===== src/rtl/edge_pkg.sv =====
// Shared types and default geometry for the edge-detection accelerator.
package edge_pkg;
    localparam int AW          = 16;
    localparam int DW          = 32;
    localparam int IMG_W_WORDS = 88;
    localparam int IMG_H       = 288;
    localparam int OUT_BASE    = IMG_W_WORDS * IMG_H;

    typedef enum logic [3:0] {
        S_IDLE,
        S_BORDER_TOP,
        S_RD_TOP,
        S_RD_MID,
        S_RD_BOT,
        S_CAP,
        S_PRESENT,
        S_WAIT_RES,
        S_WRITE,
        S_BORDER_BOT,
        S_DONE
    } sched_state_t;
endpackage


===== src/rtl/sobel_sched_if.sv =====
// Memory port plus window/result handshakes between the scheduler and its neighbours.
interface sobel_sched_if;
    import edge_pkg::*;

    logic [AW-1:0] addr;
    logic          en;
    logic          we;
    logic [DW-1:0] dataW;
    logic [DW-1:0] dataR;
    logic          win_valid;
    logic          win_ready;
    logic [DW-1:0] win_top;
    logic [DW-1:0] win_mid;
    logic [DW-1:0] win_bot;
    logic [AW-1:0] win_col;
    logic          res_valid;
    logic          res_ready;
    logic [DW-1:0] res_data;

    modport master (
        output addr, en, we, dataW,
        input  dataR,
        output win_valid, win_top, win_mid, win_bot, win_col,
        input  win_ready,
        input  res_valid, res_data,
        output res_ready
    );

    modport slave (
        input  addr, en, we, dataW,
        output dataR,
        input  win_valid, win_top, win_mid, win_bot, win_col,
        output win_ready,
        output res_valid, res_data,
        input  res_ready
    );
endinterface


===== src/rtl/sobel_addr_gen.sv =====
// Row/column counters and word addresses. Address outputs describe the position the
// counters will hold after this edge, so the scheduler can register them one state ahead.
module sobel_addr_gen
    import edge_pkg::*;
#(
    parameter int W  = IMG_W_WORDS,
    parameter int H  = IMG_H,
    parameter int OB = OUT_BASE
) (
    input  logic          clk,
    input  logic          reset,
    input  logic          clr,
    input  logic          next_col,
    input  logic          next_row,
    output logic          last_col,
    output logic          last_row,
    output logic [AW-1:0] col,
    output logic [AW-1:0] top,
    output logic [AW-1:0] mid,
    output logic [AW-1:0] bot,
    output logic [AW-1:0] out
);
    localparam logic [AW-1:0] W_A    = AW'(W);
    localparam logic [AW-1:0] OB_A   = AW'(OB);
    localparam logic [AW-1:0] LAST_C = AW'(W - 1);
    localparam logic [AW-1:0] LAST_R = AW'(H - 2);

    logic [AW-1:0] r_c, r_r, r_rb;
    logic [AW-1:0] w_c_nxt, w_r_nxt, w_rb_nxt;

    always_comb begin
        w_c_nxt  = r_c;
        w_r_nxt  = r_r;
        w_rb_nxt = r_rb;
        if (clr) begin
            w_c_nxt  = '0;
            w_r_nxt  = '0;
            w_rb_nxt = '0;
        end else if (next_row) begin
            w_c_nxt  = '0;
            w_r_nxt  = r_r + 1'b1;
            w_rb_nxt = r_rb + W_A;
        end else if (next_col) begin
            w_c_nxt  = r_c + 1'b1;
        end
    end

    always_ff @(posedge clk) begin
        if (!reset) begin
            r_c  <= '0;
            r_r  <= '0;
            r_rb <= '0;
        end else begin
            r_c  <= w_c_nxt;
            r_r  <= w_r_nxt;
            r_rb <= w_rb_nxt;
        end
    end

    assign last_col = (r_c == LAST_C);
    assign last_row = (r_r == LAST_R);
    assign col      = r_c;
    // Top address underflows only while r=0, where it is never used.
    assign mid      = w_rb_nxt + w_c_nxt;
    assign top      = mid - W_A;
    assign bot      = mid + W_A;
    assign out      = mid + OB_A;
endmodule


===== src/rtl/sobel_sched.sv =====
// Sequencer: zero-fills border rows, fetches 3-row windows, hands them to the
// Sobel datapath and writes each returned word into the output image.
module sobel_sched
    import edge_pkg::*;
#(
    parameter int IMG_W_WORDS = edge_pkg::IMG_W_WORDS,
    parameter int IMG_H       = edge_pkg::IMG_H,
    parameter int OUT_BASE    = edge_pkg::OUT_BASE
) (
    input  logic          clk,
    input  logic          reset,
    input  logic          start,
    output logic          finish,
    sobel_sched_if.master bus
);
    sched_state_t  r_state;
    logic          r_finish, r_en, r_we, r_win_valid, r_res_ready;
    logic [AW-1:0] r_addr, r_win_col;
    logic [DW-1:0] r_dataW, r_win_top, r_win_mid, r_win_bot;

    logic          w_clr, w_step, w_next_col, w_next_row, w_last_col, w_last_row;
    logic [AW-1:0] w_col, w_top, w_mid, w_bot, w_out;

    // Counters advance on the same edge that leaves a write state.
    always_comb begin
        w_clr      = (r_state == S_IDLE);
        w_step     = (r_state == S_BORDER_TOP) || (r_state == S_WRITE) ||
                     ((r_state == S_BORDER_BOT) && !w_last_col);
        w_next_row = w_step && w_last_col && (r_state != S_BORDER_BOT);
        w_next_col = w_step && !w_last_col;
    end

    sobel_addr_gen #(
        .W  (IMG_W_WORDS),
        .H  (IMG_H),
        .OB (OUT_BASE)
    ) u_addr (
        .clk      (clk),
        .reset    (reset),
        .clr      (w_clr),
        .next_col (w_next_col),
        .next_row (w_next_row),
        .last_col (w_last_col),
        .last_row (w_last_row),
        .col      (w_col),
        .top      (w_top),
        .mid      (w_mid),
        .bot      (w_bot),
        .out      (w_out)
    );

    always_ff @(posedge clk) begin
        if (!reset) begin
            r_state     <= S_IDLE;
            r_finish    <= 1'b0;
            r_en        <= 1'b0;
            r_we        <= 1'b0;
            r_addr      <= '0;
            r_dataW     <= '0;
            r_win_valid <= 1'b0;
            r_win_top   <= '0;
            r_win_mid   <= '0;
            r_win_bot   <= '0;
            r_win_col   <= '0;
            r_res_ready <= 1'b0;
        end else begin
            r_en    <= 1'b0;
            r_we    <= 1'b0;
            r_addr  <= '0;
            r_dataW <= '0;
            case (r_state)
                S_IDLE: if (start) begin
                    r_state <= S_BORDER_TOP;
                    r_en    <= 1'b1;
                    r_we    <= 1'b1;
                    r_addr  <= w_out;
                end
                S_BORDER_TOP: begin
                    r_en <= 1'b1;
                    if (w_last_col) begin
                        r_state <= S_RD_TOP;
                        r_addr  <= w_top;
                    end else begin
                        r_we   <= 1'b1;
                        r_addr <= w_out;
                    end
                end
                S_RD_TOP: begin
                    r_state <= S_RD_MID;
                    r_en    <= 1'b1;
                    r_addr  <= w_mid;
                end
                S_RD_MID: begin
                    r_state   <= S_RD_BOT;
                    r_win_top <= bus.dataR;
                    r_en      <= 1'b1;
                    r_addr    <= w_bot;
                end
                S_RD_BOT: begin
                    r_state   <= S_CAP;
                    r_win_mid <= bus.dataR;
                end
                S_CAP: begin
                    r_state     <= S_PRESENT;
                    r_win_bot   <= bus.dataR;
                    r_win_col   <= w_col;
                    r_win_valid <= 1'b1;
                end
                S_PRESENT: if (bus.win_ready) begin
                    r_state     <= S_WAIT_RES;
                    r_win_valid <= 1'b0;
                    r_res_ready <= 1'b1;
                end
                S_WAIT_RES: if (bus.res_valid) begin
                    r_state     <= S_WRITE;
                    r_res_ready <= 1'b0;
                    r_en        <= 1'b1;
                    r_we        <= 1'b1;
                    r_addr      <= w_out;
                    r_dataW     <= bus.res_data;
                end
                S_WRITE: begin
                    r_en <= 1'b1;
                    if (w_last_col && w_last_row) begin
                        r_state <= S_BORDER_BOT;
                        r_we    <= 1'b1;
                        r_addr  <= w_out;
                    end else begin
                        r_state <= S_RD_TOP;
                        r_addr  <= w_top;
                    end
                end
                S_BORDER_BOT: begin
                    if (w_last_col) begin
                        r_state  <= S_DONE;
                        r_finish <= 1'b1;
                    end else begin
                        r_en   <= 1'b1;
                        r_we   <= 1'b1;
                        r_addr <= w_out;
                    end
                end
                S_DONE: if (!start) begin
                    r_state  <= S_IDLE;
                    r_finish <= 1'b0;
                end
                default: r_state <= S_IDLE;
            endcase
        end
    end

    assign finish        = r_finish;
    assign bus.addr      = r_addr;
    assign bus.en        = r_en;
    assign bus.we        = r_we;
    assign bus.dataW     = r_dataW;
    assign bus.win_valid = r_win_valid;
    assign bus.win_top   = r_win_top;
    assign bus.win_mid   = r_win_mid;
    assign bus.win_bot   = r_win_bot;
    assign bus.win_col   = r_win_col;
    assign bus.res_ready = r_res_ready;
endmodule


===== src/flat_wrapper.sv =====
// flat-port wrapper written by rule: the top's interface ports become plain ports
module sobel_sched_flat import edge_pkg::*;
#(
    parameter int IMG_W_WORDS = edge_pkg::IMG_W_WORDS,
    parameter int IMG_H       = edge_pkg::IMG_H,
    parameter int OUT_BASE    = edge_pkg::OUT_BASE
)
  (clk, reset, start, finish, bus_addr, bus_en, bus_we, bus_dataW, bus_dataR, bus_win_valid, bus_win_top, bus_win_mid, bus_win_bot, bus_win_col, bus_win_ready, bus_res_valid, bus_res_data, bus_res_ready);
  sobel_sched_if bus_i ();
  input  logic clk;
  input  logic reset;
  input  logic start;
  output logic finish;
  output wire logic [$bits(bus_i.addr)-1:0] bus_addr;
  output wire logic [$bits(bus_i.en)-1:0] bus_en;
  output wire logic [$bits(bus_i.we)-1:0] bus_we;
  output wire logic [$bits(bus_i.dataW)-1:0] bus_dataW;
  input wire logic [$bits(bus_i.dataR)-1:0] bus_dataR;
  output wire logic [$bits(bus_i.win_valid)-1:0] bus_win_valid;
  output wire logic [$bits(bus_i.win_top)-1:0] bus_win_top;
  output wire logic [$bits(bus_i.win_mid)-1:0] bus_win_mid;
  output wire logic [$bits(bus_i.win_bot)-1:0] bus_win_bot;
  output wire logic [$bits(bus_i.win_col)-1:0] bus_win_col;
  input wire logic [$bits(bus_i.win_ready)-1:0] bus_win_ready;
  input wire logic [$bits(bus_i.res_valid)-1:0] bus_res_valid;
  input wire logic [$bits(bus_i.res_data)-1:0] bus_res_data;
  output wire logic [$bits(bus_i.res_ready)-1:0] bus_res_ready;
  assign bus_addr = bus_i.addr;
  assign bus_en = bus_i.en;
  assign bus_we = bus_i.we;
  assign bus_dataW = bus_i.dataW;
  assign bus_i.dataR = bus_dataR;
  assign bus_win_valid = bus_i.win_valid;
  assign bus_win_top = bus_i.win_top;
  assign bus_win_mid = bus_i.win_mid;
  assign bus_win_bot = bus_i.win_bot;
  assign bus_win_col = bus_i.win_col;
  assign bus_i.win_ready = bus_win_ready;
  assign bus_i.res_valid = bus_res_valid;
  assign bus_i.res_data = bus_res_data;
  assign bus_res_ready = bus_i.res_ready;
  sobel_sched #(.IMG_W_WORDS(IMG_W_WORDS), .IMG_H(IMG_H), .OUT_BASE(OUT_BASE)) u_core (.clk(clk), .reset(reset), .start(start), .finish(finish), .bus(bus_i));
endmodule

===== config.mk =====
export PLATFORM = sky130hd
export DESIGN_NAME = sobel_sched_flat
export DESIGN_NICKNAME = d
export VERILOG_FILES = /design/src/rtl/edge_pkg.sv /design/src/rtl/sobel_sched_if.sv /design/src/rtl/sobel_addr_gen.sv /design/src/rtl/sobel_sched.sv /design/src/flat_wrapper.sv
export SDC_FILE = /design/constraint.sdc
export NUM_CORES = 1
export LEC_CHECK = 0
export ABC_AREA = 1
export BUFFER_PORTS_ARGS = -buffer_cell sky130_fd_sc_hd__buf_2
export CAP_MARGIN = 20
export CELL_PAD_IN_SITES_DETAIL_PLACEMENT = 1
export CELL_PAD_IN_SITES_GLOBAL_PLACEMENT = 1
export CORE_MARGIN = 1
export CORE_UTILIZATION = 30
export CTS_CLUSTER_SIZE = 25
export DETAILED_ROUTE_END_ITERATION = 7
export GPL_ROUTABILITY_DRIVEN = 0
export PLACE_DENSITY_LB_ADDON = 0.12
export SYNTH_ARGS = -nofsm -noshare
export SYNTH_HDL_FRONTEND = slang
export SYNTH_SLANG_ARGS = --single-unit

===== constraint.sdc =====
create_clock -name clk -period 10.55 [get_ports clk]
set_clock_uncertainty 0.1 [all_clocks]
set_input_delay 2.11 -clock clk [delete_from_list [all_inputs] [get_ports clk]]
set_output_delay 2.11 -clock clk [all_outputs]
set_load 0.005 [all_outputs]

==> flow_summary_export.csv <==
group,metric,value,unit
outcome,status,"finished, final reports clean",
setup_path,r2r-end,"u_core.bus.addr[15]",
timing,fin_crit_sh,46.0,%
floorplan,fp.dieH,185,um
route,met1_length,16000,um
timing,setup_tns,0,ns
placement,io_buffers,233,
setup_path,reg2reg_depth,25,
route,totalWireLength,35500,um
layout,fin_cells,2142,
layout,final_net_count,1771,
timing,report.final.hold_viol_count,0,
synth,synth_area,10100,um2
global_route,grt_usage,20.8,%
setup_path,cp.arrival,5.17,ns
timing,min_period,4.86,ns
synth,synth_nets,1550,
synth,netlist-cell-type-count,47,
clock_tree,clk_pin_slew_worst_paths,0.06,ns
setup_path,max_stage_delay,0.45,ns
power,power.density,179,nW/um2
route,route.met2.wl,16500,um
synth,yosysWarnings,0,
timing,rsz0062_at_grt,"no",
min_path,min_to,"u_core.u_addr.r_rb[2]",
timing,finalMaxSlewViolations,0,
min_path,worstHoldStart,"u_core.u_addr.r_rb[2]",
setup_path,critPathSlowestCell,"dfxtp_1",
synth,synth_edf_count,0,
timing,setup_viol,0,
placement,hpwl,26000,um
synth,seq_area_frac_synth,43.2,%
route,ant_nets,0,
route,top_layer,"met5",
timing,slew_headroom,46.1,%
setup_path,r2r_setup_slack,5.69,ns
floorplan,fp.dieW,185,um
floorplan,dieArea,34300,um2
global_route,antenna_found_initial,4,
global_route,grt_first_pass_wirelength,56900,um
synth,synthArstFlopShare,0,%
clock_tree,clockBufferDepth,3,
synth,synth.avg_cell_area,6.90,um2
clock_tree,cts_setup_buffers,0,
run,cap_violations,0,
floorplan,initial_core_util,30.7,%
global_route,grt_pass1_vias,10500,
setup_path,r2r_start,"u_core.u_addr.col[0]",
layout,area_delta_synth_final,25.8,%
synth,ys_seq_elements,217,
clock_tree,clkLatencyLatePin,0.55,ns
clock_tree,ctsResizeCount,0,
route,met3_length,2370,um
setup_path,crit_path_end_kind,"flop",
clock_tree,cts_sinks,217,
clock_tree,htreeDepth,1,
timing,fmax,206,MHz
power,ir_worst_vdd,0.000124,V
setup_path,required,10.86,ns
setup_path,worstPathMaxFanout,5,
route,drt_iter0_markers,489,
min_path,whs_path_depth,2,
floorplan,row_count,66,
floorplan,core-area,32800,um2
synth,synth_flop_cell,"dfxtp_1",
timing,tightest_slew,0.807,ns
min_path,hold_path_class,"flop to flop",
clock_tree,cts_tree,"built",
global_route,grt.overflow.total,0,
route,drc,0,
setup_path,cp-start-kind,"flop",
placement,dpl_cell_area,11700,um2
synth,synth_cells,1458,
clock_tree,cts-root-buf,"clkbuf_16",
setup_path,path_class,"flop to flop",
floorplan,pin_count,234,
route,wl_per_cell,16.6,um
clock_tree,cts_made_buffers,27,
timing,hold_ws,0.339,ns
layout,seq_area,4340,um2
timing,setup_ws,5.69,ns
layout,fin_area,12700,um2
placement,post-place-ws,5.64,ns
clock_tree,cts_hold_buf,0,
power,leakagePower,6.31,nW
route,vias,10100,
placement,place_inst,2092,
setup_path,critPathMostFrequentCell,"nand3_1",
global_route,grt_max_degree,63,
route,via_per_inst,4.73,
layout,multi_input_area,4850,um2
route,first_pass_iters,4,
layout,drive_above_1_share,19.5,%
layout,fill_cells,4244,
-- synthesized netlist by cell type, types with 2 or more instances --
| master | instances | area [um2] |
|---|---|---|
| nor2_1 | 355 | 1330 |
| nor2_2 | 7 | 43.8 |
| nor4_1 | 8 | 50.1 |
| nand3b_1 | 2 | 15.0 |
| a21oi_1 | 67 | 335 |
| xnor2_1 | 6 | 52.6 |
| o21ai_1 | 3 | 15.0 |
| xor2_2 | 2 | 32.5 |
| nand2_1 | 207 | 777 |
| inv_2 | 4 | 15.0 |
| nor3_2 | 4 | 40.0 |
| xor2_1 | 15 | 131 |
| and2_1 | 2 | 12.5 |
| clkbuf_1 | 43 | 161 |
| nand3_1 | 59 | 295 |
| nand4_1 | 18 | 113 |
| o21ai_0 | 147 | 736 |
| nand3_2 | 3 | 30.0 |
| or2_2 | 4 | 25.0 |
| nor3_1 | 39 | 195 |
| a211oi_1 | 3 | 22.5 |
| nor2_4 | 2 | 22.5 |
| a31oi_1 | 3 | 18.8 |
| a221oi_1 | 3 | 26.3 |
| o31ai_1 | 2 | 15.0 |
| dfxtp_1 | 217 | 4340 |
| nand2_4 | 3 | 33.8 |
| buf_2 | 3 | 15.0 |
| o211ai_1 | 3 | 22.5 |
| nand2_2 | 6 | 37.5 |
| ha_1 | 22 | 275 |
| inv_1 | 176 | 661 |
| buf_1 | 6 | 22.5 |
-- how the worst max path moves through the flow --
stage                     slack [ns]                  end            startpoint  cells after the start
final                           5.69  u_core.bus.addr[15]  u_core.u_addr.col[0]                     25
after global routing            5.16  u_core.bus.addr[14]  u_core.u_addr.col[0]                     27
after CTS                       5.60  u_core.bus.addr[15]  u_core.u_addr.col[0]                     25
after detailed placement        5.64  u_core.bus.addr[15]  u_core.u_addr.col[0]                     25
after global placement          5.55  u_core.bus.addr[15]  u_core.u_addr.col[0]                     25
after floorplan                 6.76  u_core.bus.addr[15]     u_core.r_state[0]                     22
-- per-layer routing --
layer  global-route usage [%]  up-vias
met5                        0        -
met4                     3.50        6
met3                     5.82       37
met2                     35.2      184
met1                     26.6     4837
li1                         -     5078
-- cells by family (layout without fill, tap and decap cells) --
family	count (synthesis)	count (layout)	synth area share, %
simple gates	723	723	30.6
compound gates	237	237	12.3
buf+inv	235	476	8.85
flops	217	217	43.2
fa+ha+maj	23	23	2.93
xor+xnor	23	23	2.15
other cells	0	1	0
-- registers in the layout (all words and copies together) (netlist names), 4 cells and up --
signal              count
u_core.bus.win_mid     32
u_core.bus.win_col     16
u_core.u_addr.r_r      16
u_core.bus.win_bot     32
u_core.bus.addr        16
u_core.bus.win_top     32
u_core.u_addr.col      16
u_core.r_state          4
u_core.u_addr.r_rb     16
u_core.bus.dataW       32
-- power by group --
| part | internal, mW | leakage [nW] | switching, mW | total (mW) |
|---|---|---|---|---|
| sequential | 0.865 | 1.75 | 0.0232 | 0.888 |
| clock | 0.626 | 0.476 | 0.374 | 1.00 |
| combinational | 0.102 | 4.09 | 0.275 | 0.378 |
-- layout make-up --
cell class / count / area share (%)
Antenna cell: 1 / 0.0198
Inverter: 182 / 5.40
Sequential cell: 217 / 34.3
Timing Repair Buffer: 245 / 9.98
Clock buffer: 41 / 6.38
Clock inverter: 8 / 1.25
Tap cell: 442 / 4.37
Multi-Input combinational cell: 1006 / 38.3
-- layout by cell type, fill, tap and decap left out, drive strengths merged, types with 9 or more instances in the layout --
cell type / Yosys / layout
inv: 180 / 182
nor4: 9 / 9
nand4: 18 / 18
xor2: 17 / 17
nor2: 364 / 364
nand3: 63 / 63
buf: 10 / 245
dfxtp: 217 / 217
nor3: 43 / 43
ha: 22 / 22
a21oi: 67 / 67
clkbuf: 43 / 41
nand2: 216 / 216
o21ai: 151 / 151
-- worst max-delay path, delay by kind of cell, from the launching register on --
family	cells	cell delay, ns
AO/OA/AOI/OAI	4	1.03
XOR/XNOR	1	0.21
flip-flops	1	0.45
adder cells (fa/ha/maj)	2	0.64
AND/OR/NAND/NOR	16	2.01
buffers and inverters	2	0.28
-- stage by stage --
stage | power (mW) | util, %
after detailed placement | 1.29 | 35.7
final | 2.27 | 38.6
after CTS | 2.30 | 38.6
after global placement | 1.28 | 35.6
after global routing | 2.38 | 38.6
after floorplan | 1.12 | -
Note: power is estimated with default switching activity, not from simulation.
